`src/rtl/muldiv_pkg.sv`:
```
// rtl/muldiv_pkg.sv - shared widths, RV32M op codes and FSM states for the mul/div unit
package muldiv_pkg;

    localparam int XLEN       = 32;
    localparam int ITER_COUNT = 32;

    localparam logic [2:0] F3_MUL    = 3'b000;
    localparam logic [2:0] F3_MULH   = 3'b001;
    localparam logic [2:0] F3_MULHSU = 3'b010;
    localparam logic [2:0] F3_MULHU  = 3'b011;
    localparam logic [2:0] F3_DIV    = 3'b100;
    localparam logic [2:0] F3_DIVU   = 3'b101;
    localparam logic [2:0] F3_REM    = 3'b110;
    localparam logic [2:0] F3_REMU   = 3'b111;

    typedef enum logic [1:0] {
        S_IDLE,
        S_RUN,
        S_FIX,
        S_DONE
    } state_t;

endpackage

```
`src/rtl/riscv_muldiv_unit.sv`:
```
// rtl/riscv_muldiv_unit.sv - iterative radix-2 RV32M multiply/divide unit
// Divider datapath compiled in only when RISCV_MULDIV_DIV_EN is defined.
module riscv_muldiv_unit
    import muldiv_pkg::*;
(
    input  logic            CLK,
    input  logic            RESET,
    input  logic            START,
    input  logic            KILL,
    input  logic [2:0]      FUNCT3,
    input  logic [XLEN-1:0] OPERAND1,
    input  logic [XLEN-1:0] OPERAND2,
    output logic            BUSY,
    output logic            DONE,
    output logic [XLEN-1:0] RESULT
);

    localparam int CNT_W = $clog2(ITER_COUNT);

    state_t              state;
    logic [CNT_W-1:0]    cnt;
    logic [2:0]          funct3_q;
    logic [2*XLEN-1:0]   acc;
    logic [XLEN-1:0]     opnd_q;
    logic                neg_q;
    logic                fast_q;
`ifdef RISCV_MULDIV_DIV_EN
    logic                neg_rem_q;
`endif

    logic                s1, s2, neg1, neg2, fast_in;
    logic [XLEN-1:0]     mag1, mag2, fast_val;

    always_comb begin
        s1 = 1'b0;
        s2 = 1'b0;
        case (FUNCT3)
            F3_MULH, F3_DIV, F3_REM: begin
                s1 = 1'b1;
                s2 = 1'b1;
            end
            F3_MULHSU: s1 = 1'b1;
            F3_MUL, F3_MULHU, F3_DIVU, F3_REMU: begin end
            default: begin end
        endcase
    end

    assign neg1 = s1 & OPERAND1[XLEN-1];
    assign neg2 = s2 & OPERAND2[XLEN-1];
    assign mag1 = neg1 ? -OPERAND1 : OPERAND1;
    assign mag2 = neg2 ? -OPERAND2 : OPERAND2;

`ifdef RISCV_MULDIV_DIV_EN
    logic div_zero, div_ovf;
    assign div_zero = (OPERAND2 == '0);
    assign div_ovf  = s1 & s2 & FUNCT3[2] & (OPERAND1 == 32'h8000_0000) & (&OPERAND2);
    assign fast_in  = FUNCT3[2] & (div_zero | div_ovf);
    assign fast_val = div_zero ? (FUNCT3[1] ? OPERAND1 : '1)
                               : (FUNCT3[1] ? '0 : 32'h8000_0000);
`else
    assign fast_in  = FUNCT3[2];
    assign fast_val = '0;
`endif

    // One adder serves both: accumulate for multiply, trial-subtract for divide.
    logic [XLEN:0]     add_x, add_y;
    logic [2*XLEN-1:0] acc_next;

    always_comb begin
        add_x = {1'b0, acc[2*XLEN-1:XLEN]};
        add_y = acc[0] ? {1'b0, opnd_q} : '0;
`ifdef RISCV_MULDIV_DIV_EN
        if (funct3_q[2]) begin
            add_x = {acc[2*XLEN-1:XLEN], acc[XLEN-1]};
            add_y = {1'b0, opnd_q};
        end
`endif
    end

`ifdef RISCV_MULDIV_DIV_EN
    logic [XLEN+1:0] sum;
    assign sum = {1'b0, add_x} + {1'b0, add_y ^ {(XLEN+1){funct3_q[2]}}}
               + {{(XLEN+1){1'b0}}, funct3_q[2]};
    // Carry out of the trial subtraction is the new quotient bit (no borrow).
    assign acc_next = funct3_q[2]
        ? {(sum[XLEN+1] ? sum[XLEN-1:0] : add_x[XLEN-1:0]), acc[XLEN-2:0], sum[XLEN+1]}
        : {sum[XLEN:0], acc[XLEN-1:1]};
`else
    logic [XLEN:0] sum;
    assign sum      = add_x + add_y;
    assign acc_next = {sum, acc[XLEN-1:1]};
`endif

    logic [2*XLEN-1:0] prod;
    logic [XLEN-1:0]   mul_res, res_fix;

    always_comb begin
        prod    = neg_q ? -acc : acc;
        mul_res = (funct3_q == F3_MUL) ? prod[XLEN-1:0] : prod[2*XLEN-1:XLEN];
        res_fix = mul_res;
`ifdef RISCV_MULDIV_DIV_EN
        if (funct3_q[2]) begin
            if (funct3_q[1])
                res_fix = neg_rem_q ? -acc[2*XLEN-1:XLEN] : acc[2*XLEN-1:XLEN];
            else
                res_fix = neg_q ? -acc[XLEN-1:0] : acc[XLEN-1:0];
        end
`endif
        if (fast_q)
            res_fix = acc[XLEN-1:0];
    end

    assign BUSY = (state != S_IDLE);

    always_ff @(posedge CLK) begin
        if (!RESET) begin
            state    <= S_IDLE;
            cnt      <= '0;
            DONE     <= 1'b0;
            RESULT   <= '0;
            funct3_q <= '0;
            acc      <= '0;
            opnd_q   <= '0;
            neg_q    <= 1'b0;
            fast_q   <= 1'b0;
`ifdef RISCV_MULDIV_DIV_EN
            neg_rem_q <= 1'b0;
`endif
        end else if (KILL) begin
            state <= S_IDLE;
            DONE  <= 1'b0;
        end else begin
            case (state)
                S_IDLE: begin
                    if (START) begin
                        funct3_q <= FUNCT3;
                        cnt      <= '0;
                        neg_q    <= neg1 ^ neg2;
                        fast_q   <= fast_in;
`ifdef RISCV_MULDIV_DIV_EN
                        neg_rem_q <= neg1;
`endif
                        if (fast_in) begin
                            acc   <= {{XLEN{1'b0}}, fast_val};
                            state <= S_FIX;
                        end else begin
                            acc    <= {{XLEN{1'b0}}, (FUNCT3[2] ? mag1 : mag2)};
                            opnd_q <= FUNCT3[2] ? mag2 : mag1;
                            state  <= S_RUN;
                        end
                    end
                end
                S_RUN: begin
                    acc <= acc_next;
                    cnt <= cnt + 1'b1;
                    if (cnt == CNT_W'(ITER_COUNT - 1))
                        state <= S_FIX;
                end
                S_FIX: begin
                    RESULT <= res_fix;
                    DONE   <= 1'b1;
                    state  <= S_DONE;
                end
                S_DONE: begin
                    DONE  <= 1'b0;
                    state <= S_IDLE;
                end
                default: state <= S_IDLE;
            endcase
        end
    end

endmodule

```
`config.mk`:
```
export PLATFORM = sky130hd
export DESIGN_NAME = riscv_muldiv_unit
export DESIGN_NICKNAME = d
export VERILOG_FILES = /design/src/rtl/muldiv_pkg.sv /design/src/rtl/riscv_muldiv_unit.sv
export SDC_FILE = /design/constraint.sdc
export NUM_CORES = 1
export LEC_CHECK = 0
export CORE_UTILIZATION = 59
export CTS_CLUSTER_SIZE = 14
export DETAILED_ROUTE_END_ITERATION = 10
export MAX_ROUTING_LAYER = met4
export PLACE_DENSITY = 0.9
export SETUP_SLACK_MARGIN = 0.2
export SLEW_MARGIN = 10
export SYNTH_ARGS = -nofsm -noshare
export SYNTH_HDL_FRONTEND = slang
export SYNTH_SLANG_ARGS = --single-unit
```
`constraint.sdc`:
```
create_clock -name CLK -period 3.4 [get_ports CLK]
set_clock_uncertainty 0.15 [all_clocks]
set_input_delay 0.68 -clock CLK [delete_from_list [all_inputs] [get_ports CLK]]
set_output_delay 0.68 -clock CLK [all_outputs]
set_load 0.01 [all_outputs]
```
# Word level (Yosys, flattened, before mapping)
# Cells that the tools add are included.
# W data, S select, Z words.
[totals] inputBits=71 reg_bits=141 elab_cells=61 output_inout_bits=34
[op_classes] n_bitwise=6 muxes=18 n_reduce_logical=13 n_addsub=5 n_eq_ne=10
[op_table] op="$mux W32" count=6
[op_table] op="$mux W64" count=2
[op_table] op="$pmux W64 S2" count=1
[op_table] op="$neg A32 Y32" count=2
[op_table] op="$neg A64 Y64" count=1
[op_table] op="$add A32 B32 Y33" count=1
[op_table] op="$pmux W5 S2" count=1
[op_table] op="$pmux W2 S4" count=1
[op_table] op="$eq A3 B3 Y1 const B" count=2
[op_table] op="$mux W2" count=3
[op_table] op="$reduce_and A3 Y1" count=2
[op_table] op="$reduce_bool A2 Y1" count=3
[op_table] op="$add A5 B1 Y5 const B" count=1
[op_table] op="$eq A5 B5 Y1 const B" count=1
[op_table] op="$mux W5" count=1
[op_table] op="$eq A2 B2 Y1 const B" count=2
[op_table] op="$ne A2 B2 Y1 const B" count=2
[op_table] op="$reduce_and A2 Y1" count=2
[op_table] op="$reduce_and A4 Y1" count=1
[op_table] op="$reduce_or A4 Y1" count=1
[op_table] op="$eq A3 B1 Y1 const B" count=1
[op_table] op="$eq A3 B2 Y1 const B" count=1
[op_table] op="$logic_not A3 Y1" count=1
[op_table] op="$not A1 Y1" count=3
[op_table] op="8 further kinds" count=10

# Depth between registers and ports, before layout
[logic_depth] ltp_word=8 depth_mapped=14 mapped_depth_nobuf=12

# Least setup slack after synthesis
# No wires, ideal clock.
[synth_path] path_kind="register -> register" from="reg acc[0]" to="reg acc[55]" path_slack_ns=0.292 setup_ns=0.117 arrival_time_ns=2.841 stages_incl_launch_ff=15 synth_period_minus_slack_ns=3.108 required_time_ns=3.133 cell_sequence="dfxtp_1 -> buf_6 -> clkbuf_1 -> and2_1 -> ha_1 -> inv_1 -> fa_1 -> nor2b_1 -> o2111ai_1 -> a21boi_0 -> o211ai_1 -> a41oi_1 -> a21oi_1 -> xnor2_1 -> a22o_1"
[synth_between] elab_chain_len=3
[synth_lines] item="start: declaration" line="riscv_muldiv_unit.sv:23" source="logic [2*XLEN-1:0] acc;"
[synth_lines] item="start signal: assignment" line="riscv_muldiv_unit.sv:144" source="acc <= {{XLEN{1'b0}}, fast_val};"
[synth_lines] item="start signal: assignment" line="riscv_muldiv_unit.sv:147" source="acc <= {{XLEN{1'b0}}, (FUNCT3[2] ? mag1 : mag2)};"
[synth_lines] item="start signal: assignment" line="riscv_muldiv_unit.sv:154" source="acc <= acc_next;"
[synth_lines] item="$mux W32" line="riscv_muldiv_unit.sv:71" source="add_y = acc[0] ? {1'b0, opnd_q} : '0;"
[synth_lines] item="$add A32 B32 Y33" line="riscv_muldiv_unit.sv:90" source="assign sum = add_x + add_y;"
[synth_lines] item="$pmux W64 S2" line="riscv_muldiv_unit.sv:133" source="case (state)"
# Every way passes these cells.
# A chain may end at the register's enable or synchronous reset.

# Worst setup path in the final report
# Same ends and word-level chain as after synthesis.

==> results.cfg <==
[critical_path]
crit_arrival_ns = 3.27
cp_max_fo = 4
end_kind = register
crit_chain = and2_1 > ha_1 > inv_1 > fa_1 > nor2b_2 > o2111ai_1 > a21boi_2 > o211ai_1 > a41oi_1 > buf_4 > a21oi_1 > xnor2_1 > a22o_1
slowest_stage = fa_1
max_stage_delay_ns = 0.43
timing.setup.critical_path_class = reg -> reg
required_ns = 3.58
cp-start-kind = register

[timing]
timing.final.crit_share = 0.909
finalSetupTns_ns = 0
rsz0062_at_grt = yes
slew_viol_final = 0
fin_ws_ns = 0.308
clock.fmax_ghz = 0.323
fin_crit_ns = 3.09
slew_headroom = 0.414
hold_slack_ns = 0.294
setup_violations = 0
final-hold-violation-count = 0
worst_slew_pin_slew_ns = 0.879

[layout]
antenna_cells = 0
syn_to_final_growth_pct = 21.6
drive_above_1_share = 0.103
nets = 1605
final_common_cell = nand2_1
final_util = 0.732
final_cell_mix = nand2_1, dfxtp_1, nor2_1

[floorplan]
rows = 48
core_sq_um = 17200
initial_core_util = 0.602
fp.dieH_um = 134
ios = 105
die_w_um = 134
dieArea_sq_um = 18100

[route]
ant_nets = 0
drtIter0Drc = 1214
drc = 1
drtPass1Iterations = 11
num_vias = 11000
wl_per_cell_um = 18.5
wirelength_mm = 32.0
vias_per_cell = 6.39

[yosys]
netlist_area_sq_um = 10300
ys_seq_elements = 140
synth_top_flop_cell = dfxtp_1
synth_area_per_cell_sq_um = 7.52
ys_seq_area_frac = 0.271
ys_warn_count = 0
synth_edf_count = 0
synth_cells = 1375
synth_async_sr_flop_share = 0
ys_types = 83
syn_nets = 1488

[power_and_ir_drop]
leakage_nw = 4.93
ir_drop_mv = 0.463
p_per_area_nw_per_um2 = 377
power_mw = 4.74

[global_routing]
grt_max_degree = 60
grt_pass1_wl_mm = 51.2
grt.overflow.total = 0
antenna_found_initial = 0
grt_pass1_vias = 10200
grtUsageTotal = 0.366

[clocking]
cts_sinks = 140
clock_latency_ns = 0.44
root_buffer = clkbuf_16
clkSlewWorstSetupHoldPaths_ns = 0.06
cts-buffers-inserted = 17
clock_path_buffers = 2
cts_tree = built
htree_levels = 4

[placed_design]
place_congestion = 0.966
dp_hpwl_mm = 23.6
place_ws_ns = 0.0257
portBuffers = 104

[status]
violations = design-rule violations
outcome = complete, but fails checks

[run]
cap_viol_max_count = 0

[hold_path]
hold_class = reg -> reg
where the power goes:
part	switching, mW	total (mW)	internal (mW)	leakage [nW]
clock network	0.753	1.92	1.17	0.278
registers	0.0780	1.79	1.71	1.14
logic	0.602	1.03	0.432	3.51
total	1.43	4.74	3.30	4.93
stage by stage:
stage / std cells / cell area, sq um
after floorplan: 1375 / 10300
after global placement: 1696 / 11900
after detailed placement: 1696 / 11900
after CTS: 1728 / 12500
after global routing: 1729 / 12600
final: 1729 / 12600
cell type report:
type                       count  area (sq um)
clock buffer                  20           447
clock inverter                11           144
fill                        1331          4600
inverter                      25          93.8
multi-input combinational   1127          7160
sequential                   140          2810
tap                          225           282
timing repair buffer         181          1650
final timing paths:
kind,from,end,slack (ns),depth (start not counted)
max reg2reg,acc[0],acc[55],0.31,13
min,RESULT[27],RESULT[27],0.29,2
min reg2reg,RESULT[27],RESULT[27],0.29,2
max,acc[0],acc[55],0.31,13
cell families (layout without fill, tap and decap cells):
group	after synthesis	in the layout	synth area share
compound gates	460	460	0.286
mux	11	11	0.0106
flops	140	140	0.271
fa+ha+maj	42	42	0.0515
buf+inv	108	237	0.0432
simple gates	504	504	0.244
xor+xnor	110	110	0.0932
Yosys cell counts (7+ instances only):
| cell type | n | area, sq um |
|---|---|---|
| a211oi_1 | 15 | 113 |
| a21o_1 | 20 | 150 |
| a21oi_1 | 114 | 571 |
| a22oi_1 | 8 | 60.1 |
| a31oi_1 | 24 | 150 |
| and2_1 | 64 | 400 |
| clkbuf_1 | 70 | 263 |
| dfxtp_1 | 140 | 2800 |
| ha_1 | 41 | 513 |
| inv_1 | 23 | 86.3 |
| mux2i_1 | 11 | 110 |
| nand2_1 | 154 | 578 |
| nand2b_1 | 10 | 62.6 |
| nand3_1 | 22 | 110 |
| nor2_1 | 131 | 492 |
| nor3_1 | 29 | 145 |
| nor4_1 | 10 | 62.6 |
| o211ai_1 | 15 | 113 |
| o21ai_0 | 119 | 596 |
| o221ai_1 | 9 | 78.8 |
| o22ai_1 | 31 | 194 |
| o31ai_1 | 18 | 135 |
| o41ai_1 | 10 | 87.6 |
| o41ai_2 | 7 | 114 |
| or3_1 | 19 | 119 |
| or4_1 | 8 | 60.1 |
| xnor2_1 | 51 | 447 |
| xor2_1 | 59 | 517 |
critical path: cells and delay by family (launching register included):
family | cells | cell delay [ns]
AO/OA/AOI/OAI | 6 | 1.16
XOR/XNOR | 1 | 0.13
adder cells (fa/ha/maj) | 2 | 0.62
buffers and inverters | 2 | 0.24
flip-flops | 1 | 0.35
AND/OR/NAND/NOR | 2 | 0.32
registers in the layout, summed over array words and instances, names as in the netlist:
register and count:
opnd_q 32, RESULT 32, cnt 5, funct3_q 3, acc 64, neg_q 1
state 2, DONE 1
timing repair:
item                                    in CTS  in global routing
hold buffers                                 0                  0
pin swaps                                    1                  2
gates resized for setup                      3                 13
buffers inserted                             1                  1
endpoints found under the hold margin        0                  0
endpoints found under the setup margin       8                 16
per-layer routing:
metal  routed length (um)  up-vias  global-route usage
met3                 2580      109              0.0571
met1                13300     5129               0.462
met4                 1060        0               0.148
met2                15000      559               0.584
li1                     -     5251                   -
met5                    0        -                   -
Power figures use the tool's default switching activity.
